[config.mk]
export PLATFORM = sky130hd
export DESIGN_NAME = conv_window_sched
export DESIGN_NICKNAME = d
export VERILOG_FILES = /design/src/rtl/conv_pkg.sv /design/src/rtl/conv_raster_cnt.sv /design/src/rtl/conv_window_sched.sv
export SDC_FILE = /design/constraint.sdc
export NUM_CORES = 1
export LEC_CHECK = 0
export BUFFER_PORTS_ARGS = -buffer_cell sky130_fd_sc_hd__buf_2
export CELL_PAD_IN_SITES_DETAIL_PLACEMENT = 1
export CELL_PAD_IN_SITES_GLOBAL_PLACEMENT = 2
export CORE_MARGIN = 1
export CORE_UTILIZATION = 32
export CTS_CLUSTER_DIAMETER = 60
export DETAILED_ROUTE_END_ITERATION = 16
export PLACE_DENSITY = 0.84
export SYNTH_ARGS = -nofsm -noshare
export SYNTH_HDL_FRONTEND = slang
export SYNTH_SLANG_ARGS = --single-unit
[constraint.sdc]
create_clock -name clk -period 3.2 [get_ports clk]
set_input_delay 0.64 -clock clk [delete_from_list [all_inputs] [get_ports clk]]
set_output_delay 0.64 -clock clk [all_outputs]
set_load 0.03 [all_outputs]
[src/rtl/conv_pkg.sv]
// conv_pkg: FSM encodings, kernel constants and counter-width helpers shared by the convolution path
package conv_pkg;

    localparam int KERNEL_W = 3;
    localparam int KERNEL_H = 3;

    typedef enum logic [1:0] {
        ST_IDLE  = 2'd0,
        ST_RUN   = 2'd1,
        ST_DRAIN = 2'd2
    } conv_state_e;

    localparam logic [1:0] S_IDLE  = ST_IDLE;
    localparam logic [1:0] S_RUN   = ST_RUN;
    localparam logic [1:0] S_DRAIN = ST_DRAIN;

    // Counter width for a range of n values; never narrower than one bit
    function automatic int cnt_w(input int n);
        return (n > 1) ? $clog2(n) : 1;
    endfunction

endpackage

[src/rtl/conv_raster_cnt.sv]
// conv_raster_cnt: raster row/col counter with line-buffer select and last-pixel flag
module conv_raster_cnt
    import conv_pkg::*;
#(
    parameter int Img_W = 512,
    parameter int Img_H = 512
) (
    input  logic                       clk,
    input  logic                       reset,
    input  logic                       clr,
    input  logic                       inc,
    output logic [cnt_w(Img_W)-1:0]    col,
    output logic [cnt_w(Img_H)-1:0]    row,
    output logic                       wsel,
    output logic                       last
);

    localparam int CW = cnt_w(Img_W);
    localparam int RW = cnt_w(Img_H);
    localparam logic [CW-1:0] COL_MAX = CW'(Img_W - 1);
    localparam logic [RW-1:0] ROW_MAX = RW'(Img_H - 1);

    logic col_end;

    assign col_end = col == COL_MAX;
    assign last    = col_end && row == ROW_MAX;

    // Advance one pixel per increment; the row holds at the last row so the frame never wraps
    always_ff @(posedge clk) begin
        if (reset || clr) begin
            col  <= '0;
            row  <= '0;
            wsel <= 1'b0;
        end else if (inc) begin
            col <= col_end ? '0 : col + 1'b1;
            if (col_end && !last) begin
                row  <= row + 1'b1;
                wsel <= ~wsel;
            end
        end
    end

endmodule

[src/rtl/conv_window_sched.sv]
// conv_window_sched: raster-scan pixel intake, line-buffer write control and 3x3 window scheduling
module conv_window_sched
    import conv_pkg::*;
#(
    parameter int Datawidth = 8,
    parameter int Img_W     = 512,
    parameter int Img_H     = 512,
    parameter int K_W       = KERNEL_W,
    parameter int K_H       = KERNEL_H
) (
    input  logic                       clk,
    input  logic                       reset,
    input  logic                       start,
    input  logic                       pix_valid,
    output logic                       pix_ready,
    input  logic [Datawidth-1:0]       pix_data,
    output logic [1:0]                 lb_we,
    output logic [cnt_w(Img_W)-1:0]    lb_addr,
    output logic [Datawidth-1:0]       lb_wdata,
    output logic                       win_valid,
    output logic [cnt_w(Img_H)-1:0]    win_row,
    output logic [cnt_w(Img_W)-1:0]    win_col,
    input  logic                       mac_ready,
    output logic                       busy,
    output logic                       frame_done
);

    localparam int CW = cnt_w(Img_W);
    localparam int RW = cnt_w(Img_H);
    localparam logic [RW-1:0] ROW_OFS = RW'(K_H - 1);
    localparam logic [CW-1:0] COL_OFS = CW'(K_W - 1);

    logic [1:0]    state;
    logic [1:0]    next_state;
    logic [CW-1:0] col;
    logic [RW-1:0] row;
    logic          wsel;
    logic          last;
    logic          accept;
    logic          consume;
    logic          fire;
    logic          clr;

    assign busy      = state != S_IDLE;
    assign pix_ready = state == S_RUN && (!win_valid || mac_ready);
    assign accept    = pix_valid && pix_ready;
    assign consume   = win_valid && mac_ready;
    assign fire      = accept && row >= ROW_OFS && col >= COL_OFS;
    assign clr       = state == S_IDLE && start;

    conv_raster_cnt #(
        .Img_W (Img_W),
        .Img_H (Img_H)
    ) u_cnt (
        .clk   (clk),
        .reset (reset),
        .clr   (clr),
        .inc   (accept),
        .col   (col),
        .row   (row),
        .wsel  (wsel),
        .last  (last)
    );

    // Frame sequencing: idle until start, run until the last pixel, drain until its window is taken
    always_comb begin
        next_state = (state == S_IDLE && start)              ? S_RUN   :
                     (state == S_RUN && accept && last)      ? S_DRAIN :
                     (state == S_DRAIN && consume)           ? S_IDLE  : state;
    end

    // State register and end-of-frame pulse
    always_ff @(posedge clk) begin
        if (reset) begin
            state      <= S_IDLE;
            frame_done <= 1'b0;
        end else begin
            state      <= next_state;
            frame_done <= state == S_DRAIN && consume;
        end
    end

    // Line-buffer write port: one-hot enable only in the accept cycle, address/data hold otherwise
    always_ff @(posedge clk) begin
        if (reset) begin
            lb_we    <= 2'b00;
            lb_addr  <= '0;
            lb_wdata <= '0;
        end else begin
            lb_we <= accept ? (wsel ? 2'b10 : 2'b01) : 2'b00;
            if (accept) begin
                lb_addr  <= col;
                lb_wdata <= pix_data;
            end
        end
    end

    // Window descriptor: a newly fired window wins over consumption of the previous one
    always_ff @(posedge clk) begin
        if (reset) begin
            win_valid <= 1'b0;
            win_row   <= '0;
            win_col   <= '0;
        end else begin
            win_valid <= fire || (win_valid && !mac_ready);
            if (fire) begin
                win_row <= row - ROW_OFS;
                win_col <= col - COL_OFS;
            end
        end
    end

endmodule

[Word level (Yosys, flattened, before mapping)]
Index checks and enable logic that the tools add are counted.
Word-level totals
  input port bits: 13
  register bits: 60
  word-level logic and storage cells: 54
Operators by class
  bitwise logic cells: 2
  mux-type cells: 5
  $add $sub $neg: 4
  reductions and logical operators: 25
  magnitude comparators: 2
  eq/ne operators: 4
Operator list (count)
  adder 9 x 1 -> 9 bit (second input constant): 2
  equality test 9 bit (second input constant): 2
  greater-or-equal comparator 9 x 2 -> 1 bit (second input constant): 2
  subtractor 9 x 2 -> 9 bit (second input constant): 2
  logical AND 1 bit: 12
  2-to-1 mux 9 bit: 1
  2-to-1 mux 2 bit: 3
  nonzero test 2 bit: 2
  OR reduction 2 bit: 2
  logical NOT 1 bit: 3
  logical OR 1 bit: 3
  nonzero test 3 bit: 1
  equality test 2 x 1 -> 1 bit (second input constant): 1
  equality test 2 bit (second input constant): 1
  logical NOT 2 bit: 1
  inverter 1 bit: 2
  AND reduction 2 bit: 1
  2-to-1 mux 1 bit: 1

[Longest topological paths before layout]
  word-level depth: 8
  mapped depth: 9
  depth with buffers taken out: 8

[Hierarchy]
A second synthesis with hierarchy kept.
Second synthesis, totals
  cell total of the unflattened synthesis: 307
  area total of the unflattened synthesis: 2733.9 sq um
Modules (own cells, without submodules)
  conv_window_sched: cells an instance 205, sequential area each 820.8 sq um, times used 1, area each 1805.5 sq um
  conv_raster_cnt: cells an instance 102, sequential area each 380.4 sq um, times used 1, area each 928.4 sq um

[Worst setup path before layout]
OpenSTA, ideal clock, no wires.
  path type: register to register
  start: register u_cnt.col[3]
  end: register u_cnt.row[2]
  data arrival time: 2.221 ns
  required time: 3.079 ns
  slack: 0.859 ns
  cell stages (with the launch flop): 10
  cells stage by stage: dfxtp_1 -> clkbuf_1 -> and3_1 -> nand3_1 -> nor2_1 -> ha_1 -> inv_1 -> nor4_1 -> nand3_1 -> mux2_2
On the way
  cells in the longest elaborated chain, start to end: 5
Ends and longest elaborated chain
  from (decl): RTL line conv_raster_cnt.sv:12  | output logic [cnt_w(Img_W)-1:0] col,
  from (signal assigned): RTL line conv_raster_cnt.sv:35  | col <= col_end ? '0 : col + 1'b1;
  equality test 9 bit (*): RTL line conv_raster_cnt.sv:25  | assign col_end = col == COL_MAX;
  logical AND 1 bit: RTL line conv_raster_cnt.sv:26  | assign last = col_end && row == ROW_MAX;
  logical NOT 1 bit: RTL line conv_raster_cnt.sv:36  | if (col_end && !last) begin
  logical AND 1 bit (*): RTL line conv_raster_cnt.sv:36
  AND reduction 2 bit (no source line) (*)
  to (signal assigned): RTL line conv_raster_cnt.sv:37  | row <= row + 1'b1;
  to (decl): RTL line conv_raster_cnt.sv:13  | output logic [cnt_w(Img_H)-1:0] row,
Every way passes the cells marked *; elsewhere a longest branch is shown, timed or not.
A chain may end at the register's enable or synchronous reset.

[Worst setup path after layout]
  start: register u_cnt.col[4]
  end: register u_cnt.row[3]
Same word-level chain as after synthesis.

==> run_results.csv <==
group,metric,value,unit
cells_and_area,design_area,3310,um2
logic_synthesis,yosys_warnings,0,
drt,drc_errors,0,
power,total_power,0.00152,W
logic_synthesis,synthesis.nets,355,
critical_path,start_kind,"flip-flop",
timing,finalSetupViolCount,0,
logic_synthesis,synthArstFlopShare,0,
die,die-area,9140,um2
cts,worstSkewPairLatency,0.34,ns
cts,ctsHoldBuffers,0,
cts,numCtsBuffers,9,
drt,viasPerCell,5.29,
cts,cts_resized,0,
timing,rsz0062_at_grt,"false",
cells_and_area,final_layout_size_suffix_gt1_frac,0.208,
power,peakVddDrop,243,uV
cts,path_clk_slew,0.07,ns
timing,fin_skew,0.00860,ns
cells_and_area,antenna_cells,0,
timing,tightest_slew,0.865,ns
logic_synthesis,synth_top_flop_cell,"dfxtp_1",
logic_synthesis,synthSimpleGateAreaFrac,0.222,
logic_synthesis,synth_cells,332,
cts,cts_buffer_depth,2,
drt,drtPass1Iterations,4,
logic_synthesis,synth_common_cells,"60 x dfxtp_1, 52 x nand2_1, 35 x a21oi_1",
cts,cts-root-buf,"clkbuf_8",
global_route,grt_pass1_vias,2652,
logic_synthesis,synth_top_area_share,0.429,
die,fp.dieW,95.6,um
power,power.leakage,1.32,nW
job,maxCapViolCount,0,
placement,place_area,3110,um2
critical_path,crit_fanout,13,
logic_synthesis,synthAdderAreaFrac,0.0446,
worst_hold_path,min_path_type,"reg -> reg",
cells_and_area,layout.nets,397,
timing,slew_headroom,0.424,
timing,fmax,416,MHz
cts,h-tree-depth,3,
timing,drv_slew,0,
placement,port_buffers,53,
drt,wl_per_cell,16.2,um
logic_synthesis,synth_top_family_by_area,"simple AND/OR/NAND/NOR gates",
cells_and_area,synthToLayoutAreaGrowth,18.0,%
die,die_h,95.6,um
power,p_per_area,461,nW/um2
logic_synthesis,yosysUniqueCellTypes,39,
logic_synthesis,syn_area,2800,um2
critical_path,worstPathArrival,2.68,ns
placement,hpwl,5420,um
logic_synthesis,synth_seq_cells,60,
die,num_rows,33,
global_route,overflow,0,
critical_path,worstSetupPathType,"reg -> reg",
placement,gp_congestion,0.792,
cts,cts_tree,"yes",
logic_synthesis,synth.area.top_cells,"dfxtp_1 43%, nand2_1 7.0%, a21oi_1 6.3%",
drt,drt_iter0_markers,109,
global_route,grt_start_max_net_pins,45,
outcome,status,"finished clean",
critical_path,worstPathRequired,3.48,ns
logic_synthesis,synth_edf_count,0,
drt,wl,7830,um
die,io_pins,54,
timing,period_needed,2.40,ns
drt,drtAntennaViolNets,0,
timing,fin_tns_setup,0,ns
die,start_util,0.336,
timing,hold_violations,0,
timing,fin_crit_sh,0.751,
critical_path,endpoint_kind,"flip-flop",
global_route,track_usage,0.189,
die,coreArea,8340,um2
logic_synthesis,synth.most_common_cell,"dfxtp_1",
global_route,grt_pass1_wl,13200,um
logic_synthesis,synth-xor-area-share,0.0438,
logic_synthesis,synth_compound_area_frac,0.188,
logic_synthesis,syn_area_per_cell,8.44,um2
logic_synthesis,seq_area_frac_synth,0.429,
cts,cts_num_sinks,60,
logic_synthesis,synth_top_area_cell,"dfxtp_1",
global_route,antenna_found_initial,0,
logic_synthesis,synthMuxAreaShare,0.0112,
cts,cts_setup_buffers,0,
drt,num_vias,2562,
worst paths after layout:
kind	slack, ns	depth (start not counted)	startpoint	endpoint
worst max-delay path	0.80	7	u_cnt.col[4]$_SDFFE_PP0P_	u_cnt.row[3]$_SDFFE_PP0P_
worst min register to register	0.45	2	lb_wdata[3]$_SDFFE_PP0P_	lb_wdata[3]$_SDFFE_PP0P_
worst min-delay path	0.45	2	lb_wdata[3]$_SDFFE_PP0P_	lb_wdata[3]$_SDFFE_PP0P_
worst max register to register	0.80	7	u_cnt.col[4]$_SDFFE_PP0P_	u_cnt.row[3]$_SDFFE_PP0P_
registers in the layout, indices dropped and copies added (netlist names):
| register | cells |
|---|---|
| frame_done | 1 |
| lb_addr | 9 |
| lb_wdata | 8 |
| lb_we | 2 |
| state | 2 |
| u_cnt.col | 9 |
| u_cnt.row | 9 |
| u_cnt.wsel | 1 |
| win_col | 9 |
| win_row | 9 |
| win_valid | 1 |
per-stage QoR:
step | util | hold slack [ns] | setup slack [ns] | cells
final | 0.396 | 0.451 | 0.796 | 484
after global routing | 0.396 | 0.478 | 0.576 | 484
after CTS | 0.396 | 0.456 | 0.794 | 484
after detailed placement | 0.372 | 0.447 | 0.805 | 468
after global placement | 0.372 | 0.440 | 0.891 | 468
after floorplan | - | 0.426 | 0.859 | 332
cell usage in the layout (no fill, tap or decap), types with 2 or more instances in the layout:
master and instances:
or4_4 2, and3_1 6, nor2b_1 4, o21ai_0 5
a31oi_1 15, or2_2 2, nand4_1 6, nor3_1 7
clkbuf_8 14, o31ai_1 7, a21oi_1 35, or3_1 8
xor2_1 4, nand2b_1 3, or4_1 4, clkbuf_1 2
mux2i_1 2, dfxtp_1 60, nand3_1 9, nand2_1 52
inv_1 12, xnor2_1 10, nor2_1 11, buf_2 53
o21a_1 2, nor4_1 5, buf_4 4, a211oi_1 15
ha_1 10
metal layers:
metal,part of all wire,track usage,wire [um]
met1,0.50,0.246,3870
met2,0.45,0.300,3520
met3,0.041,0.0486,318
met4,0.014,0.0672,112
met5,0,0,0
area by class of cell:
cell class	instances	area [um2]
Sequential cell	60	1200
Clock buffer	16	200
Multi-Input combinational cell	234	1430
Tap cell	105	131
Fill cell	1039	5030
Timing Repair Buffer	57	295
Inverter	12	45.0
cells by family after synthesis:
family          count (synthesis)
fa+ha+maj                      10
flops                          60
xor+xnor                       14
compound gates                 84
mux                             3
buf+inv                        38
simple gates                  123
worst max-delay path: stages, from the launching register on:
cell,delay (ns)
dfxtp_1,0.49
and3_1,0.25
nand3_1,0.12
nor2_1,0.15
ha_1,0.19
nand4_1,0.38
or4_1,0.61
a21oi_1,0.15
report_power, final:
| part | total [W] | internal [W] | switching, W |
|---|---|---|---|
| Sequential | 0.000758 | 0.000753 | 0.00000472 |
| Combinational | 0.0000832 | 0.0000224 | 0.0000609 |
| Clock | 0.000683 | 0.000388 | 0.000295 |
| Total | 0.00152 | 0.00116 | 0.000360 |
(Power assumes the default switching activity.)
